<file path="src/rtl/buzzer_tone_gen.sv">
`default_nettype none
// ============================================================================
//  Module   : buzzer_tone_gen
//  Brief    : N_CH independent buzzer channels. Each channel synchronises its
//             trigger pin and then either follows it as a gate (continuous
//             tone while held) or fires a fixed burst of BEEP_COUNT beeps on
//             a rising edge. The tone is a 50% square wave whose half-period
//             is set per channel. A global mute returns every channel to idle.
//  Revision : 1.0 - initial release
// ============================================================================
module buzzer_tone_gen #(
    parameter int N_CH       = 2,
    parameter int DIV_W      = 16,
    parameter int TIME_W     = 24,
    parameter int BEEP_COUNT = 3,
    parameter int ON_CYCLES  = 10_000_000,
    parameter int OFF_CYCLES = 10_000_000
) (
    input  logic                    sys_clk,
    input  logic                    reset_rtl_0,
    input  logic [N_CH-1:0]         trig,
    input  logic [N_CH-1:0]         mode,
    input  logic [N_CH*DIV_W-1:0]   half_period,
    input  logic                    mute,
    output logic [N_CH-1:0]         buzzer,
    output logic [N_CH-1:0]         busy,
    output logic                    buzzer_any
);

    // ------------------------------------------------------------------------
    // Channel state encoding
    // ------------------------------------------------------------------------
    localparam logic [1:0] ST_IDLE      = 2'd0;
    localparam logic [1:0] ST_TONE      = 2'd1;
    localparam logic [1:0] ST_BURST_ON  = 2'd2;
    localparam logic [1:0] ST_BURST_OFF = 2'd3;

    // Beep counter only has to reach BEEP_COUNT-1.
    localparam int BEEP_W = (BEEP_COUNT > 1) ? $clog2(BEEP_COUNT) : 1;

    // Terminal counts: a phase lasting N clocks ends when the timer shows N-1.
    localparam logic [TIME_W-1:0] ON_LAST   = TIME_W'(ON_CYCLES - 1);
    localparam logic [TIME_W-1:0] OFF_LAST  = TIME_W'(OFF_CYCLES - 1);
    localparam logic [BEEP_W-1:0] BEEP_LAST = BEEP_W'(BEEP_COUNT - 1);

    genvar gi;
    generate
        for (gi = 0; gi < N_CH; gi++) begin : g_ch

            // Trigger synchroniser (s1, s2) and edge-detect history (s3)
            logic              s1_q;
            logic              s2_q;
            logic              s3_q;

            // Channel FSM and its counters
            logic [1:0]        state_q;
            logic [1:0]        state_d;
            logic [DIV_W-1:0]  div_q;
            logic [DIV_W-1:0]  div_d;
            logic              tone_q;
            logic              tone_d;
            logic [TIME_W-1:0] timer_q;
            logic [TIME_W-1:0] timer_d;
            logic [BEEP_W-1:0] beep_q;
            logic [BEEP_W-1:0] beep_d;

            // Registered outputs, computed from the next state so that they
            // change on the same edge as the FSM.
            logic              buzzer_q;
            logic              buzzer_d;
            logic              busy_q;
            logic              busy_d;

            logic [DIV_W-1:0]  w_hp;
            logic              w_rise;
            logic              w_wrap;

            assign w_hp   = half_period[gi*DIV_W +: DIV_W];
            assign w_rise = s2_q & ~s3_q;

            // div >= hp-1 written as div+1 >= hp, one bit wider, so that
            // hp = 0 cannot underflow. A shrinking hp that falls below the
            // current count still wraps on the very next edge.
            assign w_wrap = ({1'b0, div_q} + (DIV_W + 1)'(1)) >= {1'b0, w_hp};

            // Metastability synchroniser plus one history flop for edge detect.
            // Mute deliberately does not touch these so a held gate can resume.
            always_ff @(posedge sys_clk or negedge reset_rtl_0) begin
                if (!reset_rtl_0) begin
                    s1_q <= 1'b0;
                    s2_q <= 1'b0;
                    s3_q <= 1'b0;
                end else begin
                    s1_q <= trig[gi];
                    s2_q <= s1_q;
                    s3_q <= s2_q;
                end
            end

            // Next-state logic: mode select in IDLE, tone divider, burst timing.
            always_comb begin
                state_d = state_q;
                div_d   = div_q;
                tone_d  = tone_q;
                timer_d = timer_q;
                beep_d  = beep_q;

                if (mute) begin
                    // Global abort wins over any simultaneous gate or rise.
                    state_d = ST_IDLE;
                    div_d   = '0;
                    tone_d  = 1'b0;
                    timer_d = '0;
                    beep_d  = '0;
                end else begin
                    case (state_q)
                        ST_IDLE: begin
                            // mode is only looked at here; it is ignored once
                            // a tone or burst is under way.
                            if (!mode[gi]) begin
                                if (s2_q) begin
                                    state_d = ST_TONE;
                                    div_d   = '0;
                                    tone_d  = 1'b1;
                                end
                            end else if (w_rise) begin
                                state_d = ST_BURST_ON;
                                div_d   = '0;
                                tone_d  = 1'b1;
                                timer_d = '0;
                                beep_d  = '0;
                            end
                        end

                        ST_TONE: begin
                            if (!s2_q) begin
                                state_d = ST_IDLE;
                                div_d   = '0;
                                tone_d  = 1'b0;
                            end else if (w_wrap) begin
                                div_d  = '0;
                                tone_d = ~tone_q;
                            end else begin
                                div_d = div_q + DIV_W'(1);
                            end
                        end

                        ST_BURST_ON: begin
                            if (timer_q == ON_LAST) begin
                                state_d = ST_BURST_OFF;
                                timer_d = '0;
                                div_d   = '0;
                                tone_d  = 1'b0;
                            end else begin
                                timer_d = timer_q + TIME_W'(1);
                                if (w_wrap) begin
                                    div_d  = '0;
                                    tone_d = ~tone_q;
                                end else begin
                                    div_d = div_q + DIV_W'(1);
                                end
                            end
                        end

                        ST_BURST_OFF: begin
                            if (timer_q == OFF_LAST) begin
                                timer_d = '0;
                                if (beep_q == BEEP_LAST) begin
                                    // Last silence done: burst complete.
                                    state_d = ST_IDLE;
                                    beep_d  = '0;
                                end else begin
                                    // Next beep restarts the tone phase.
                                    state_d = ST_BURST_ON;
                                    beep_d  = beep_q + BEEP_W'(1);
                                    div_d   = '0;
                                    tone_d  = 1'b1;
                                end
                            end else begin
                                timer_d = timer_q + TIME_W'(1);
                            end
                        end

                        default: begin
                            state_d = ST_IDLE;
                            div_d   = '0;
                            tone_d  = 1'b0;
                            timer_d = '0;
                            beep_d  = '0;
                        end
                    endcase
                end

                // Sound only while a tone phase is active, tone is high and
                // the divider is configured (hp = 0 means silent).
                buzzer_d = tone_d & (w_hp != '0) &
                           ((state_d == ST_TONE) || (state_d == ST_BURST_ON));
                busy_d   = (state_d != ST_IDLE);
            end

            // Channel state registers, cleared asynchronously.
            always_ff @(posedge sys_clk or negedge reset_rtl_0) begin
                if (!reset_rtl_0) begin
                    state_q  <= ST_IDLE;
                    div_q    <= '0;
                    tone_q   <= 1'b0;
                    timer_q  <= '0;
                    beep_q   <= '0;
                    buzzer_q <= 1'b0;
                    busy_q   <= 1'b0;
                end else begin
                    state_q  <= state_d;
                    div_q    <= div_d;
                    tone_q   <= tone_d;
                    timer_q  <= timer_d;
                    beep_q   <= beep_d;
                    buzzer_q <= buzzer_d;
                    busy_q   <= busy_d;
                end
            end

            assign buzzer[gi] = buzzer_q;
            assign busy[gi]   = busy_q;
        end
    endgenerate

    // Combined indicator for a single shared sounder.
    assign buzzer_any = |buzzer;

endmodule
`default_nettype wire

</file>
<file path="config.mk">
export PLATFORM = sky130hd
export DESIGN_NAME = buzzer_tone_gen
export DESIGN_NICKNAME = d
export VERILOG_FILES = /design/src/rtl/buzzer_tone_gen.sv
export SDC_FILE = /design/constraint.sdc
export NUM_CORES = 1
export LEC_CHECK = 0
export CAP_MARGIN = 15
export CORE_UTILIZATION = 60
export DETAILED_ROUTE_END_ITERATION = 7
export MAX_ROUTING_LAYER = met4
export PLACE_DENSITY = 0.8
export REMOVE_ABC_BUFFERS = 1
export SYNTH_ARGS = -nofsm -noshare
export SYNTH_HDL_FRONTEND = slang
export SYNTH_SLANG_ARGS = --single-unit
</file>
<file path="constraint.sdc">
create_clock -name sys_clk -period 4.1 [get_ports sys_clk]
set_input_delay 0.82 -clock sys_clk [delete_from_list [all_inputs] [get_ports sys_clk]]
set_output_delay 0.82 -clock sys_clk [all_outputs]
set_load 0.005 [all_outputs]
</file>
# Word-level counts from Yosys, hierarchy flattened
# Index checks and enable logic that the tools add are counted.
# W data, S select, Z words.
dict set report totals {
  reg_bits 100
  latch_bits 0
  mem_bits_rw 0
  rom_bits 0
  output_inout_bits 5
  n_memories 0
}
dict set report op_classes {
  addsub 8
  n_mul 0
  n_div 0
  order_cmp 2
  n_eq_ne 26
  n_shift 0
  n_mux 80
  bitwise 10
  n_reduce_logical 21
}
# op n
set op_table {}
lappend op_table {{$mux W16} 18}
lappend op_table {{$mux W24} 8}
lappend op_table {{$pmux W16 S4} 2}
lappend op_table {{$pmux W24 S2} 2}
lappend op_table {{$mux W2} 26}
lappend op_table {{$add A24 B1 Y24 const B} 2}
lappend op_table {{$eq A24 B24 Y1 const B} 2}
lappend op_table {{$add A16 B1 Y17 const B} 2}
lappend op_table {{$ge A17 B16 Y1} 2}
lappend op_table {{$add A16 B1 Y16 const B} 2}
lappend op_table {{$reduce_bool A16 Y1} 2}
lappend op_table {{$ne A3 B3 Y1 const B} 8}
lappend op_table {{$mux W1} 18}
lappend op_table {{$eq A2 B2 Y1 const B} 8}
lappend op_table {{$ne A4 B4 Y1 const B} 4}
lappend op_table {{$pmux W2 S4} 2}
lappend op_table {{$reduce_and A4 Y1} 4}
lappend op_table {{$reduce_bool A3 Y1} 4}
lappend op_table {{$eq A2 B1 Y1 const B} 4}
lappend op_table {{$pmux W1 S4} 2}
lappend op_table {{$pmux W2 S2} 2}
lappend op_table {{$and A1 B1 Y1} 6}
lappend op_table {{$reduce_and A3 Y1} 2}
lappend op_table {{$reduce_or A2 Y1} 3}
lappend op_table {{5 further kinds} 12}

# Logic depth before layout (Yosys ltp)
dict set report logic_depth {
  ltp_word 9
  mapped_depth 15
}

# Worst setup path after synthesis
# OpenSTA, ideal clock, no wires.
dict set report synth_timing {
  path_type {register -> register}
  from {reg g_ch[0].div_q[0]}
  to {reg g_ch[0].tone_q}
  arrival_time_ns 3.250
  required_ns 4.031
  path_slack_ns 0.781
  path_stages_with_launch 14
  period_less_slack_ns 3.319
  cell_sequence {dfrtp_1 ha_1 nand3_1 or3_1 o21a_1 nand2b_1 ha_1 nand4_1 nor4_1 o21bai_1 o311a_1 buf_2 or4b_2 nand3_1}
}
dict set report synth_between {
  elab_chain_len 6
  elab_cells_between_ends 7
  classes_between {1 x add/sub; 1 x order compare; 5 x mux}
}
# item line_no
set synth_lines {}
lappend synth_lines {{start, declared} 58} ;# logic [DIV_W-1:0] div_q;
lappend synth_lines {{start signal, assigned} 213} ;# div_q <= div_d;
lappend synth_lines {{$add A16 B1 Y17 *} 84} ;# assign w_wrap = ({1'b0, div_q} + (DIV_W + 1)'(1)) >= {1'b0, w_hp};
lappend synth_lines {{$ge A17 B16 Y1 *} 84}
lappend synth_lines {{$mux W1 *} {140, 156}}
lappend synth_lines {{$mux W1 (on tied branches)} {149, 136}}
lappend synth_lines {{$pmux W1 S4 *} 116} ;# case (state_q)
lappend synth_lines {{$mux W1 *} 108} ;# if (mute) begin
lappend synth_lines {{via g_ch[0].tone_d} 61} ;# logic tone_d;
lappend synth_lines {{end signal, assigned} 214} ;# tone_q <= tone_d;
lappend synth_lines {{end, declared} 60} ;# logic tone_q;
# Mark *: on every way through the listed nets, which the timed path passes. The rest lies on a longest branch.
# A chain may end at the register's enable or synchronous reset.

# Worst setup path after layout
# Ends and elaborated chain as after synthesis.

==> flow_summary_export.csv <==
group,metric,value,unit
run_status,status,"finished clean",
logic_synthesis,synth_top_area_share,36.8,%
sta,max_slew.worst_pin.slew,897,ps
logic_synthesis,synthArstFlopShare,100,%
placed_design,portBuffers,43,
placed_design,post-place-ws,271,ps
clocking,cts_tree,"yes",
logic_synthesis,yosys.area.top_type,"dfrtp_1",
finish,antenna_cells,0,
sta,hold_viol,0,
detailed_routing,dr.pass1.iters,5,
pwr,power.density,361,nW/um^2
worst_setup_path,crit_path_max_fanout,18,
global_route,antenna_found_initial,0,
floorplanning,floorplan.initialDensity,62.1,%
placed_design,post_dp_cell_area,7300,sq um
detailed_routing,vias,5937,
detailed_routing,vias_per_cell,6.02,
sta,drv_slew,0,
pwr,p_leak,0.00332,uW
floorplanning,chipHeight,108,um
placed_design,post-place-cells,970,
clocking,cts_num_sinks,100,
floorplanning,die_x,108,um
finish,num-nets-final,926,
placed_design,detailed_place_hpwl,11000,um
min_path,min_path_type,"reg2reg",
logic_synthesis,avgSynthCellArea,8.37,sq um
global_route,grt_pass1_vias,5725,
pwr,power,2740,uW
logic_synthesis,synth-seq-cells,100,
floorplanning,pin_count,44,
pwr,peakVddDrop,381,uV
logic_synthesis,synthTopCellsByCount,"109 x nand2_1, 100 x dfrtp_1, 61 x inv_1",
sta,fmax,272,MHz
placed_design,place_congestion,0.920,
logic_synthesis,synth-edff-count,0,
sta,fin_ws,419,ps
detailed_routing,drcViolationCount,0,
logic_synthesis,synth_area_leaders,"dfrtp_1 37%, ha_1 8.5%, nand2_1 6.0%",
worst_setup_path,arrival,3980,ps
sta,period_share,89.8,%
global_route,grt_max_degree,62,
logic_synthesis,synth_cells,812,
sta,setup_tns,0,ps
worst_setup_path,cp.required,4400,ps
clocking,cts_inserted_buffers,9,
logic_synthesis,yosysSeqAreaShare,36.8,%
sta,rsz0062_at_grt,"false",
worst_setup_path,reg2reg_slack,420,ps
flow_run,max-cap-violations,0,
logic_synthesis,synth_ff_type,"dfrtp_1",
finish,final_area,7570,sq um
sta,finalClockSkew,7.79,ps
finish,drive_above_1_share,4.85,%
clocking,clk_path_buf_depth,2,
logic_synthesis,synth.most_common_cell,"nand2_1",
worst_setup_path,cp-end-kind,"flop",
detailed_routing,wl_per_cell,15.2,um
sta,setup_violations,0,
clocking,htree_levels,3,
detailed_routing,detail-route-antenna-nets,0,
finish,instances_no_fill,986,
logic_synthesis,synth_cell_types,72,
logic_synthesis,yosysWarnings,0,
detailed_routing,initialDrtViolationCount,502,
floorplanning,die-area,11800,sq um
global_route,grt_pass1_wl,26200,um
clocking,path_clk_slew,70,ps
floorplanning,core,10900,sq um
detailed_routing,wirelength,15000,um
sta,slew_headroom,40.1,%
finish,area_growth,11.4,%
worst_setup_path,path_class,"reg2reg",
floorplanning,fp-row-count,38,
sta,layout_min_cycle_time,3680,ps
clocking,clk_latency,360,ps
global_route,grt_use_total,28.7,%
worst_setup_path,critPathLaunchType,"flop",
logic_synthesis,syn_area,6790,sq um
global_route,overflow,0,
clocking,ctsRootBufferMaster,"clkbuf_16",
clocking,cts_setup_buffers,0,
## sequential cells by signal, summed over array words and instances (netlist names)
name	count
g_ch.timer_q	48
g_ch.div_q	32
g_ch.beep_q	4
g_ch.state_q	4
g_ch.busy_q	2
g_ch.buzzer_q	2
g_ch.s1_q	2
g_ch.s2_q	2
g_ch.s3_q	2
g_ch.tone_q	2
## cell usage in the layout (no fill, tap or decap), types with 26 or more instances in the layout
master | netlist | final
nand4_1 | 29 | 29
nand2_1 | 109 | 109
clkdlybuf4s50_1 | 0 | 42
o21ai_0 | 59 | 59
xnor2_1 | 26 | 26
nand3_1 | 54 | 54
nor2_1 | 58 | 58
inv_1 | 61 | 61
ha_1 | 46 | 46
a21oi_1 | 29 | 29
dfrtp_1 | 100 | 100
## cell families after synthesis
group                      Yosys count  share of synthesized area (%)
adders and majority gates           46                           8.47
xor gates and xnor gates            46                           5.93
buffers and inverters               95                           5.99
and+or+nand+nor                    355                           26.5
AOI/OAI and AO/OA                  165                           15.5
DFF                                100                           36.8
muxes                                5                          0.737
## cell type report
type	count	area, sq um
clock buffer	12	246
timing repair buffer	52	495
multi-input combinational	617	3900
inverter	61	229
fill	848	3370
tap	140	175
sequential	100	2500
clock inverter	4	25.0
## timing repair
item                       in CTS  in global routing
gates resized for setup         0                  1
setup endpoints to repair       0                 12
hold buffers                    0                  0
## per-stage QoR
| stage | hold WS [ps] | utilization, % |
|---|---|---|
| floorplan | 331 | - |
| detailed placement | 339 | 66.7 |
| global placement | 334 | 66.7 |
| CTS | 355 | 69.2 |
| global route | 369 | 69.2 |
| finish | 354 | 69.2 |
## worst paths after layout
kind                                             to        startpoint  depth (start not counted)
worst max register to register       g_ch[0].tone_q  g_ch[0].div_q[0]                         12
worst min register to register         g_ch[0].s2_q      g_ch[0].s1_q                          0
worst min-delay path                   g_ch[0].s2_q      g_ch[0].s1_q                          0
max in group asynchronous              g_ch[0].s3_q       reset_rtl_0                          2
worst max-delay path                 g_ch[0].tone_q  g_ch[0].div_q[0]                         12
min in group asynchronous       g_ch[1].timer_q[16]       reset_rtl_0                          1
## power by group
part | total, uW | internal (uW) | switching [uW]
Combinational | 842 | 323 | 519
Sequential | 1100 | 1050 | 51.8
Clock | 797 | 427 | 370
## routing by layer
layer / share of wire (%) / GRT usage, %
met3: 4.8 / 6.51
met5: 0 / -
met4: 1.3 / 8.98
met2: 49 / 45.7
met1: 45 / 36.3
## critical path, cell delays in order, from the launching register on
cell      delay, ps
dfrtp_1         430
ha_1            240
nand3_1         210
or3_1           500
o21a_1          220
nand2b_1        140
ha_1            290
nand4_1         130
nor4_1          310
o21bai_1        120
o311a_2         280
or4b_2          650
nand3_1         100
Power figures use the tool's default switching activity.
